==> config.mk <==
export PLATFORM = sky130hd
export DESIGN_NAME = wb_commit_buffer
export DESIGN_NICKNAME = d
export VERILOG_FILES = /design/src/rtl/cpu_defs.sv /design/src/rtl/wb_result_sel.sv /design/src/rtl/wb_commit_buffer.sv
export SDC_FILE = /design/constraint.sdc
export NUM_CORES = 1
export LEC_CHECK = 0
export BUFFER_PORTS_ARGS = -buffer_cell sky130_fd_sc_hd__buf_4
export CORE_MARGIN = 5
export CORE_UTILIZATION = 56
export DETAILED_ROUTE_END_ITERATION = 10
export HOLD_SLACK_MARGIN = 0.08
export PLACE_DENSITY = 0.81
export SLEW_MARGIN = 10
export SYNTH_ARGS = -nofsm -noshare
export SYNTH_HDL_FRONTEND = slang
export SYNTH_SLANG_ARGS = --single-unit
==> constraint.sdc <==
create_clock -name clk -period 11.4 [get_ports clk]
set_input_delay 1.14 -clock clk [delete_from_list [all_inputs] [get_ports clk]]
set_output_delay 1.14 -clock clk [all_outputs]
set_load 0.02 [all_outputs]
==> src/rtl/cpu_defs.sv <==
// Shared writeback types: result source select, buffered register write, zero register.
package cpu_defs;

    typedef enum logic [1:0] {
        WB_EX,
        WB_MEM,
        WB_LINK,
        WB_CP0
    } wb_src_t;

    typedef struct packed {
        logic [4:0]  waddr;
        logic [31:0] data;
    } wb_entry_t;

    localparam logic [4:0] REG_ZERO = 5'd0;

endpackage

==> src/rtl/wb_result_sel.sv <==
// Per-lane writeback result mux: cp0 > link > mem > ex, purely combinational.
module wb_result_sel
    import cpu_defs::*;
(
    input  logic        mfc0_i,
    input  logic        link_i,
    input  logic        memtoreg_i,
    input  logic [31:0] ex_out_i,
    input  logic [31:0] rdata_i,
    input  logic [31:0] pcplus8_i,
    input  logic [31:0] cp0_rdata_i,
    output logic [31:0] result_o
);

    wb_src_t src;

    always_comb begin
        if (mfc0_i)          src = WB_CP0;
        else if (link_i)     src = WB_LINK;
        else if (memtoreg_i) src = WB_MEM;
        else                 src = WB_EX;
    end

    always_comb begin
        case (src)
            WB_CP0:  result_o = cp0_rdata_i;
            WB_LINK: result_o = pcplus8_i;
            WB_MEM:  result_o = rdata_i;
            default: result_o = ex_out_i;
        endcase
    end

endmodule

==> src/rtl/wb_commit_buffer.sv <==
// In-order multi-lane writeback queue draining NWP register writes per cycle, with bypass lookup.
// Latency 1 from acceptance to rf_*; in_ready is group-level and counts same-cycle drain; drain never stalls.
module wb_commit_buffer
    import cpu_defs::*;
#(
    parameter int NCH   = 2,
    parameter int NWP   = 1,
    parameter int DEPTH = 4,
    parameter int NQ    = 2
) (
    input  logic                     clk,
    input  logic                     resetn,
    input  logic [NCH-1:0]           in_valid,
    output logic                     in_ready,
    input  logic [NCH-1:0]           in_regwrite,
    input  logic [NCH-1:0]           in_mfc0,
    input  logic [NCH-1:0]           in_link,
    input  logic [NCH-1:0]           in_memtoreg,
    input  logic [NCH*5-1:0]         in_waddr,
    input  logic [NCH*32-1:0]        in_ex_out,
    input  logic [NCH*32-1:0]        in_rdata,
    input  logic [NCH*32-1:0]        in_pcplus8,
    input  logic [NCH*32-1:0]        in_cp0_rdata,
    output logic [NWP-1:0]           rf_we,
    output logic [NWP*5-1:0]         rf_waddr,
    output logic [NWP*32-1:0]        rf_wdata,
    input  logic [NQ*5-1:0]          q_raddr,
    output logic [NQ-1:0]            q_hit,
    output logic [NQ*32-1:0]         q_data,
    output logic [$clog2(DEPTH):0]   occupancy,
    output logic                     empty
);

    localparam int AW = $clog2(DEPTH);
    localparam int PW = AW + 1;
    localparam logic [PW:0] DEPTH_L = (PW+1)'(DEPTH);
    localparam logic [PW:0] NCH_L   = (PW+1)'(NCH);

    wb_entry_t        entry_q [DEPTH];
    logic [DEPTH-1:0] valid_q, valid_d;
    logic [PW-1:0]    head_q, head_d, tail_q, tail_d;

    wb_entry_t        lane_ent [NCH];
    logic [NCH-1:0]   lane_qual;

    for (genvar l = 0; l < NCH; l++) begin : g_lane
        logic [31:0] res;
        wb_result_sel u_sel (
            .mfc0_i      (in_mfc0[l]),
            .link_i      (in_link[l]),
            .memtoreg_i  (in_memtoreg[l]),
            .ex_out_i    (in_ex_out[l*32 +: 32]),
            .rdata_i     (in_rdata[l*32 +: 32]),
            .pcplus8_i   (in_pcplus8[l*32 +: 32]),
            .cp0_rdata_i (in_cp0_rdata[l*32 +: 32]),
            .result_o    (res)
        );
        assign lane_ent[l]  = '{waddr: in_waddr[l*5 +: 5], data: res};
        assign lane_qual[l] = in_valid[l] & in_regwrite[l] & (in_waddr[l*5 +: 5] != REG_ZERO);
    end

    // Drain window: the NWP slots starting at head; valids are contiguous from head.
    logic [AW-1:0]  drain_idx [NWP];
    logic [NWP-1:0] drain_v;
    logic [PW-1:0]  deq_cnt;

    always_comb begin
        for (int p = 0; p < NWP; p++) drain_idx[p] = head_q[AW-1:0] + AW'(p);
    end

    always_comb begin
        drain_v = '0;
        deq_cnt = '0;
        for (int p = 0; p < NWP; p++) begin
            drain_v[p] = valid_q[drain_idx[p]];
            deq_cnt    = deq_cnt + PW'(drain_v[p]);
        end
    end

    // Only the youngest of same-address writes in one drain group reaches the file.
    always_comb begin
        rf_we    = '0;
        rf_waddr = '0;
        rf_wdata = '0;
        for (int p = 0; p < NWP; p++) begin
            rf_waddr[p*5 +: 5]  = entry_q[drain_idx[p]].waddr;
            rf_wdata[p*32 +: 32] = entry_q[drain_idx[p]].data;
            rf_we[p]             = drain_v[p];
            for (int y = p + 1; y < NWP; y++) begin
                if (drain_v[y] && (entry_q[drain_idx[y]].waddr == entry_q[drain_idx[p]].waddr))
                    rf_we[p] = 1'b0;
            end
        end
    end

    logic [PW:0] room;

    assign occupancy = tail_q - head_q;
    assign empty     = (occupancy == '0);
    assign room      = DEPTH_L - {1'b0, occupancy} + {1'b0, deq_cnt};
    assign in_ready  = (room >= NCH_L);

    logic             accept;
    logic [PW-1:0]    enq_cnt;
    logic [AW-1:0]    slot_idx;
    logic [DEPTH-1:0] slot_we;
    wb_entry_t        slot_ent [DEPTH];

    assign accept = (|in_valid) & in_ready;

    // Qualifying lanes pack into consecutive slots from tail, wrapping modulo DEPTH.
    always_comb begin
        enq_cnt  = '0;
        slot_idx = '0;
        slot_we  = '0;
        for (int s = 0; s < DEPTH; s++) slot_ent[s] = '0;
        for (int l = 0; l < NCH; l++) begin
            if (accept && lane_qual[l]) begin
                slot_idx           = tail_q[AW-1:0] + enq_cnt[AW-1:0];
                slot_we[slot_idx]  = 1'b1;
                slot_ent[slot_idx] = lane_ent[l];
                enq_cnt            = enq_cnt + 1'b1;
            end
        end
    end

    always_comb begin
        valid_d = valid_q;
        for (int p = 0; p < NWP; p++) begin
            if (drain_v[p]) valid_d[drain_idx[p]] = 1'b0;
        end
        valid_d = valid_d | slot_we;
    end

    assign head_d = head_q + deq_cnt;
    assign tail_d = tail_q + enq_cnt;

    always_ff @(posedge clk) begin
        if (!resetn) begin
            head_q  <= '0;
            tail_q  <= '0;
            valid_q <= '0;
        end else begin
            head_q  <= head_d;
            tail_q  <= tail_d;
            valid_q <= valid_d;
        end
    end

    always_ff @(posedge clk) begin
        for (int s = 0; s < DEPTH; s++) begin
            if (slot_we[s]) entry_q[s] <= slot_ent[s];
        end
    end

    // Scanning oldest to youngest lets the youngest match overwrite earlier ones.
    logic [AW-1:0] byp_idx;

    always_comb begin
        q_hit   = '0;
        q_data  = '0;
        byp_idx = '0;
        for (int q = 0; q < NQ; q++) begin
            for (int i = 0; i < DEPTH; i++) begin
                byp_idx = head_q[AW-1:0] + AW'(i);
                if (valid_q[byp_idx] && (q_raddr[q*5 +: 5] != REG_ZERO) &&
                    (entry_q[byp_idx].waddr == q_raddr[q*5 +: 5])) begin
                    q_hit[q]           = 1'b1;
                    q_data[q*32 +: 32] = entry_q[byp_idx].data;
                end
            end
        end
    end

endmodule

==> impl_metrics.py, run 1 <==
metrics = {
    "floorplan": {
        "die-area_mm2": 0.0296,
        "start_util_pct": 56.6,
        "die_x_um": 172,
        "io_pins": 397,
        "dieHeight_um": 172,
        "rows": 59,
        "core-area_mm2": 0.0260,
    },
    "logic_synthesis": {
        "synth_cells": 1457,
        "yosysSeqAreaShare_pct": 31.6,
        "yosysTopAreaCell": "edfxtp_1",
        "synth_most_common_cell": "o21ai_0",
        "synth_common_cells": "o21ai_0, nand3_1, edfxtp_1",
        "syn_nets": 1759,
        "ys_types": 55,
        "synthArstFlopShare_pct": 0,
        "synthFlopType": "edfxtp_1",
        "synth-seq-cells": 158,
        "synth_edf_count": 148,
        "yosys-top-cells-area": "edfxtp_1, mux4_2, o21ai_0, mux2i_1, nand3_1",
        "synth_top_area_share_pct": 30.2,
        "netlist_area_mm2": 0.0147,
        "yosysWarnings": 0,
        "syn_avg_cell_area_um2": 10.1,
    },
    "cells_and_area": {
        "multi_input_area_mm2": 0.00934,
        "fill_cells": 1975,
        "seq_area_mm2": 0.00465,
        "fin_area_mm2": 0.0182,
        "fin_cells": 2090,
        "area_growth_syn_to_layout_pct": 23.6,
        "final_nets": 2041,
        "drive_gt1_share_pct": 37.9,
    },
    "placed_design": {
        "io_buffers": 396,
        "place_inst": 2055,
        "hpwl_mm": 37.3,
        "place_area_mm2": 0.0176,
        "place_congestion": 0.949,
    },
    "clocking": {
        "cts_max_path_buffers": 2,
        "cts_tree": "done",
        "cts_hold_buf": 0,
        "post_cts_buffers": 0,
        "clkLatencyLatePin_ps": 440,
        "htree_num_levels": 4,
        "clock_tree.root_cell": "clkbuf_16",
        "numClockSinks": 158,
        "ctsResizeCount": 0,
        "cts.clk_slew.worst_paths_ps": 60,
        "cts-buffers-inserted": 17,
    },
    "sta": {
        "fin_crit_sh_pct": 58.4,
        "max_freq_ghz": 0.150,
        "final_hold_viol_count": 0,
        "worst_slew_pin_slew_ps": 1290,
        "maxSlewHeadroom_pct": 13.6,
        "setup_viol_count_final": 0,
        "fin_tns_setup_ps": 0,
        "clock_skew_ps": 16.7,
        "rsz0062_at_grt": "false",
        "min_period_ps": 6650,
        "slew_violations": 0,
    },
    "power_and_ir_drop": {
        "power_density_mw_per_mm2": 214,
        "p_int_mw": 2.15,
        "swShare_pct": 44.9,
        "p_leak_nw": 6.38,
        "p_seq_share_pct": 25.7,
        "p_sw_mw": 1.75,
        "pwr-share-clk_pct": 13.5,
        "comb_power_share_pct": 60.8,
        "irDropWorstVdd_v": 0.000149,
    },
    "worst_setup_path": {
        "start_kind": "flip-flop",
        "rrSetupSlack_ps": 5920,
        "reg2regPathDepth": 13,
        "worstPathRequired_ps": 10260,
        "crit_fanout": 52,
        "end_kind": "primary output",
        "path_class": "reg -> out",
        "worstPathArrival_ps": 5510,
    },
    "detailed_routing": {
        "drt_iter0_drc": 1548,
        "vias": 14400,
        "firstDrtPassIters": 5,
        "wl_mm": 52.8,
        "drt-vias-per-instance": 6.89,
        "drcViolationCount": 0,
        "ant_nets": 0,
        "routedWlPerCell_um": 25.3,
    },
    "grt": {
        "antenna_found_initial": 2,
        "first_global_vias": 14300,
        "grt_max_degree": 76,
        "overflow": 0,
        "grt_pass1_wl_mm": 80.1,
        "grt_usage_pct": 34.9,
    },
    "hold_path": {
        "hold_path_depth": 2,
        "hold_class": "reg -> reg",
    },
    "job": {
        "max-cap-violations": 0,
    },
    "status": {
        "outcome": "completed",
    },
}
==> logic make-up (layout without fill, tap and decap cells) <==
logic type | after synthesis | count (layout) | share of synthesized area, %
other | 0 | 3 | 0
AND/OR/NAND/NOR | 352 | 352 | 11.4
multiplexers | 254 | 254 | 27.9
AO/OA/AOI/OAI | 456 | 456 | 19.3
adder cells (fa/ha/maj) | 14 | 14 | 1.29
XOR/XNOR | 46 | 46 | 2.93
buffers and inverters | 177 | 472 | 5.59
flip-flops | 158 | 158 | 31.6
==> metrics by stage <==
step / total power [mW] / setup slack [ps] / hold WS [ps] / util (%)
6_report: 3.90 / 4750 / 610 / 70.0
3_3_place_gp: 3.28 / 5320 / 579 / 67.9
5_1_grt: 4.08 / 4370 / 653 / 70.0
2_1_floorplan: 2.60 / 5090 / 551 / -
4_1_cts: 3.87 / 4690 / 607 / 70.0
3_5_place_dp: 3.34 / 5180 / 579 / 67.9
==> power groups by stage <==
| stage | registers, mW | clock network [mW] | logic [mW] |
|---|---|---|---|
| 4_1_cts | 0.995 | 0.525 | 2.35 |
| 2_1_floorplan | 0.947 | 0 | 1.65 |
| 6_report | 1.00 | 0.527 | 2.37 |
| 3_3_place_gp | 0.985 | 0 | 2.29 |
| 5_1_grt | 1.02 | 0.553 | 2.51 |
| 3_5_place_dp | 1.01 | 0 | 2.33 |
==> worst max-delay path, stage by stage, from the launching register on <==
cell      delay, ps
dfxtp_4         850
inv_1           280
ha_4            720
buf_4           690
mux4_2          360
nand3_1         180
nor2_8          700
o221ai_4        650
o221ai_1        410
buf_4           190
==> final timing paths <==
path | from | to
max | head_q[1]$_SDFF_PN0_ | q_data[13]
min | head_q[2]$_SDFF_PN0_ | head_q[2]$_SDFF_PN0_
max reg2reg | head_q[1]$_SDFF_PN0_ | entry_q[0][18]$_DFFE_PP_
min reg2reg | head_q[2]$_SDFF_PN0_ | head_q[2]$_SDFF_PN0_
==> flip-flops by register name, summed over array words and instances (netlist names) <==
| signal | flops |
|---|---|
| head_q | 3 |
| valid_q | 4 |
| tail_q | 3 |
| entry_q | 148 |
==> final cells by class <==
type                    count  area share, %
inverters                  21          0.433
well taps                 335           2.30
flip-flops and latches    158           25.6
diodes                      3         0.0413
clock inverters            14          0.599
repair buffers            419           17.3
clock buffers              18           2.36
multi-input cells        1122           51.4
==> routing by layer <==
metal	up-vias	GRT usage (%)	share of wire, %
met3	161	7.13	9.9
li1	6351	-	-
met5	-	0	0
met2	986	59.4	51
met4	0	16.3	4.1
met1	6899	42.9	35
==> layout by cell type, fill, tap and decap left out, types with 7 or more instances in the layout <==
cell	n
a21oi_1	34
buf_4	419
clkbuf_16	17
dfxtp_1	8
edfxtp_1	148
ha_1	11
inv_1	19
mux2_2	38
mux2i_1	95
mux4_2	121
nand2_1	134
nand3_1	157
nor2_1	7
nor3_1	10
o21ai_0	243
o221ai_1	35
o221ai_2	22
o22ai_1	96
xnor2_1	37
(Power assumes the default switching activity.)
==> run 2: changes to the inputs <==
--- a/config.mk
+++ b/config.mk
@@ -5,12 +5,13 @@
 export SDC_FILE = /design/constraint.sdc
 export NUM_CORES = 1
 export LEC_CHECK = 0
+export ABC_AREA = 1
 export BUFFER_PORTS_ARGS = -buffer_cell sky130_fd_sc_hd__buf_4
 export CORE_MARGIN = 5
-export CORE_UTILIZATION = 56
+export CORE_UTILIZATION = 50
 export DETAILED_ROUTE_END_ITERATION = 10
 export HOLD_SLACK_MARGIN = 0.08
-export PLACE_DENSITY = 0.81
+export PLACE_DENSITY = 0.76
 export SLEW_MARGIN = 10
 export SYNTH_ARGS = -nofsm -noshare
 export SYNTH_HDL_FRONTEND = slang
==> constraint.sdc (replaced) <==
create_clock -name clk -period 5.8 [get_ports clk]
set_input_delay 0.58 -clock clk [delete_from_list [all_inputs] [get_ports clk]]
set_output_delay 0.58 -clock clk [all_outputs]
set_load 0.02 [all_outputs]
==> impl_metrics.py, run 2 <==
metrics = {
    "floorplan": {
        "rows": 64,
        "die_x_um": 187,
        "io_pins": 397,
        "start_util_pct": 51.0,
        "core-area_mm2": 0.0307,
        "dieHeight_um": 187,
        "die-area_mm2": 0.0350,
    },
    "grt": {
        "grt_pass1_wl_mm": 101,
        "first_global_vias": 17100,
        "overflow": 0,
        "grt_usage_pct": 36.0,
        "grt_max_degree": 131,
        "antenna_found_initial": 7,
    },
    "power_and_ir_drop": {
        "p_seq_share_pct": 21.3,
        "irDropWorstVdd_v": 0.000229,
        "p_leak_nw": 9.15,
        "p_total_mw": 7.86,
        "p_int_mw": 3.73,
        "comb_power_share_pct": 64.0,
        "pwr-share-clk_pct": 14.7,
        "p_sw_mw": 4.13,
        "swShare_pct": 52.5,
        "power_density_mw_per_mm2": 405,
    },
    "placed_design": {
        "hpwl_mm": 51.8,
        "io_buffers": 396,
        "place_congestion": 0.975,
    },
    "logic_synthesis": {
        "synth_most_common_cell": "nand2_1",
        "ys_types": 33,
        "synth-seq-cells": 158,
        "synth_cells": 2585,
        "netlist_area_mm2": 0.0157,
        "yosysWarnings": 0,
        "synthArstFlopShare_pct": 0,
        "syn_avg_cell_area_um2": 6.07,
        "synth_edf_count": 148,
        "synthFlopType": "edfxtp_1",
        "synth_common_cells": "nand2_1, nor2_1, o21ai_0",
        "yosys-top-cells-area": "edfxtp_1, nand2_1, o21ai_0, nor2_1, nand3_1",
        "yosysSeqAreaShare_pct": 29.6,
        "yosysTopAreaCell": "edfxtp_1",
        "synth_top_area_share_pct": 28.3,
        "syn_nets": 2887,
    },
    "worst_setup_path": {
        "path_class": "reg -> out",
        "worstPathArrival_ps": 4280,
        "cpMostUsedCell": "nand2_1",
        "worstPathRequired_ps": 5220,
        "worst-path-stages": 15,
        "crit_fanout": 43,
        "reg2regPathDepth": 21,
        "cp_top_family": "simple AND/OR/NAND/NOR gates",
        "crit_path_max_incr_delay_ps": 830,
        "crit_chain": "inv_2 -> ha_1 -> inv_2 -> nand3_1 -> nand2_1 -> nand2_1 -> nand2_1 -> nor2_2 -> nand3_2 -> buf_4 -> nand2_1 -> nor2_1 -> o21ai_1 -> nand2_1 -> buf_4",
        "end_kind": "primary output",
        "start_kind": "flip-flop",
        "crit_slowest_cell": "nand3_2",
        "rrSetupSlack_ps": 1190,
        "path_buf_inv": 4,
    },
    "cells_and_area": {
        "regMostFlops": "entry_q",
        "fill_cells": 2879,
        "largest_register_ff_count": 148,
        "area_growth_syn_to_layout_pct": 23.5,
        "drive_gt1_share_pct": 17.6,
        "top_regs": "entry_q x148, valid_q x4",
        "final_nets": 3161,
        "post-route-util_pct": 63.0,
        "final_common_cell": "nand2_1",
        "final_cell_mix": "nand2_1, buf_4, nor2_1, o21ai_0, nand3_1",
    },
    "clocking": {
        "cts_hold_buf": 0,
        "cts.clk_slew.worst_paths_ps": 60,
        "post_cts_buffers": 0,
        "htree_num_levels": 4,
        "cts-buffers-inserted": 17,
        "numClockSinks": 158,
        "cts_tree": "done",
        "clock_tree.root_cell": "clkbuf_16",
        "clkLatencyLatePin_ps": 430,
        "ctsResizeCount": 0,
        "cts_max_path_buffers": 2,
    },
    "hold_path": {
        "hold_class": "in -> reg",
        "hold_path_depth": 3,
    },
    "detailed_routing": {
        "firstDrtPassIters": 7,
        "routedWlPerCell_um": 20.4,
        "drt-vias-per-instance": 5.91,
        "ant_nets": 0,
        "vias": 19400,
        "drcViolationCount": 0,
        "wl_mm": 66.8,
        "drt_iter0_drc": 3008,
    },
    "sta": {
        "setup_viol_count_final": 0,
        "slew_violations": 0,
        "rsz0062_at_grt": "false",
        "min_period_ps": 4860,
        "worst_slew_pin_slew_ps": 1080,
        "clock_skew_ps": 5.76,
        "max_freq_ghz": 0.206,
        "fin_crit_sh_pct": 83.8,
        "final_hold_viol_count": 0,
        "fin_tns_setup_ps": 0,
        "maxSlewHeadroom_pct": 28.0,
    },
    "status": {
        "outcome": "completed",
    },
    "job": {
        "max-cap-violations": 0,
    },
}
## run 2: changes by cell type after synthesis, moves of 38 or more
cell	change
nand2_1	+922
nor2_1	+231
mux4_2	-121
inv_1	+100
a21oi_1	+98
o22ai_1	-96
nand4_1	+83
o21a_1	+41
mux2_2	-38
## run 2: area by class of cell
class / count / area (µm²) / area share [%]
Antenna cell: 7 / 17.5 / 0.0904
Clock buffer: 17 / 425 / 2.20
Clock inverter: 15 / 184 / 0.949
Inverter: 129 / 484 / 2.50
Multi-Input combinational cell: 2120 / 9870 / 50.9
Sequential cell: 158 / 4650 / 24.0
Tap cell: 396 / 495 / 2.56
Timing Repair Buffer: 433 / 3250 / 16.8
## run 2: path summary, 6_finish.rpt
path / startpoint / endpoint
setup / recovery: head_q[0]$_SDFF_PN0_ / q_data[41]
hold / removal: resetn / head_q[0]$_SDFF_PN0_
setup reg to reg: head_q[1]$_SDFF_PN0_ / entry_q[3][10]$_DFFE_PP_
hold reg to reg: head_q[2]$_SDFF_PN0_ / head_q[2]$_SDFF_PN0_
## run 2: kinds of logic after synthesis
group                    Yosys count  synth area share [%]
adder cells (fa/ha/maj)           14                  1.21
XOR/XNOR                           6                 0.335
AND/OR/NAND/NOR                 1597                  41.7
multiplexers                      81                  5.17
flip-flops                       158                  29.6
AO/OA/AOI/OAI                    422                  14.2
buffers and inverters            307                  7.81
## run 2: routing by layer
layer | wire [µm] | track usage, %
met4 | 1760 | 10.4
met5 | 0 | 0
met3 | 9420 | 8.57
met2 | 28200 | 52.7
met1 | 27400 | 53.0
## run 2: power by group through the flow
stage	sequential (mW)	clock [mW]	combinational [mW]
global route	1.69	1.22	5.41
CTS	1.67	1.15	4.87
global placement	1.68	0	4.79
finish	1.67	1.15	5.03
detailed placement	1.69	0	4.85
floorplan	1.64	0	3.18
## run 2: stage by stage
step	setup WS (ps)	instances	hold WS (ps)	instance area (µm²)
finish	938	3275	439	19400
global placement	1410	3236	500	18800
detailed placement	1250	3236	515	18800
floorplan	355	2585	475	15700
global route	607	3275	445	19400
CTS	1040	3268	426	19400
## run 2: worst register-to-register path: cells and delay by family (launching register included)
| kind | cells | cell delay, ps |
|---|---|---|
| fa+ha+maj | 3 | 670 |
| buf+inv | 9 | 1870 |
| flops | 1 | 330 |
| simple gates | 9 | 1380 |
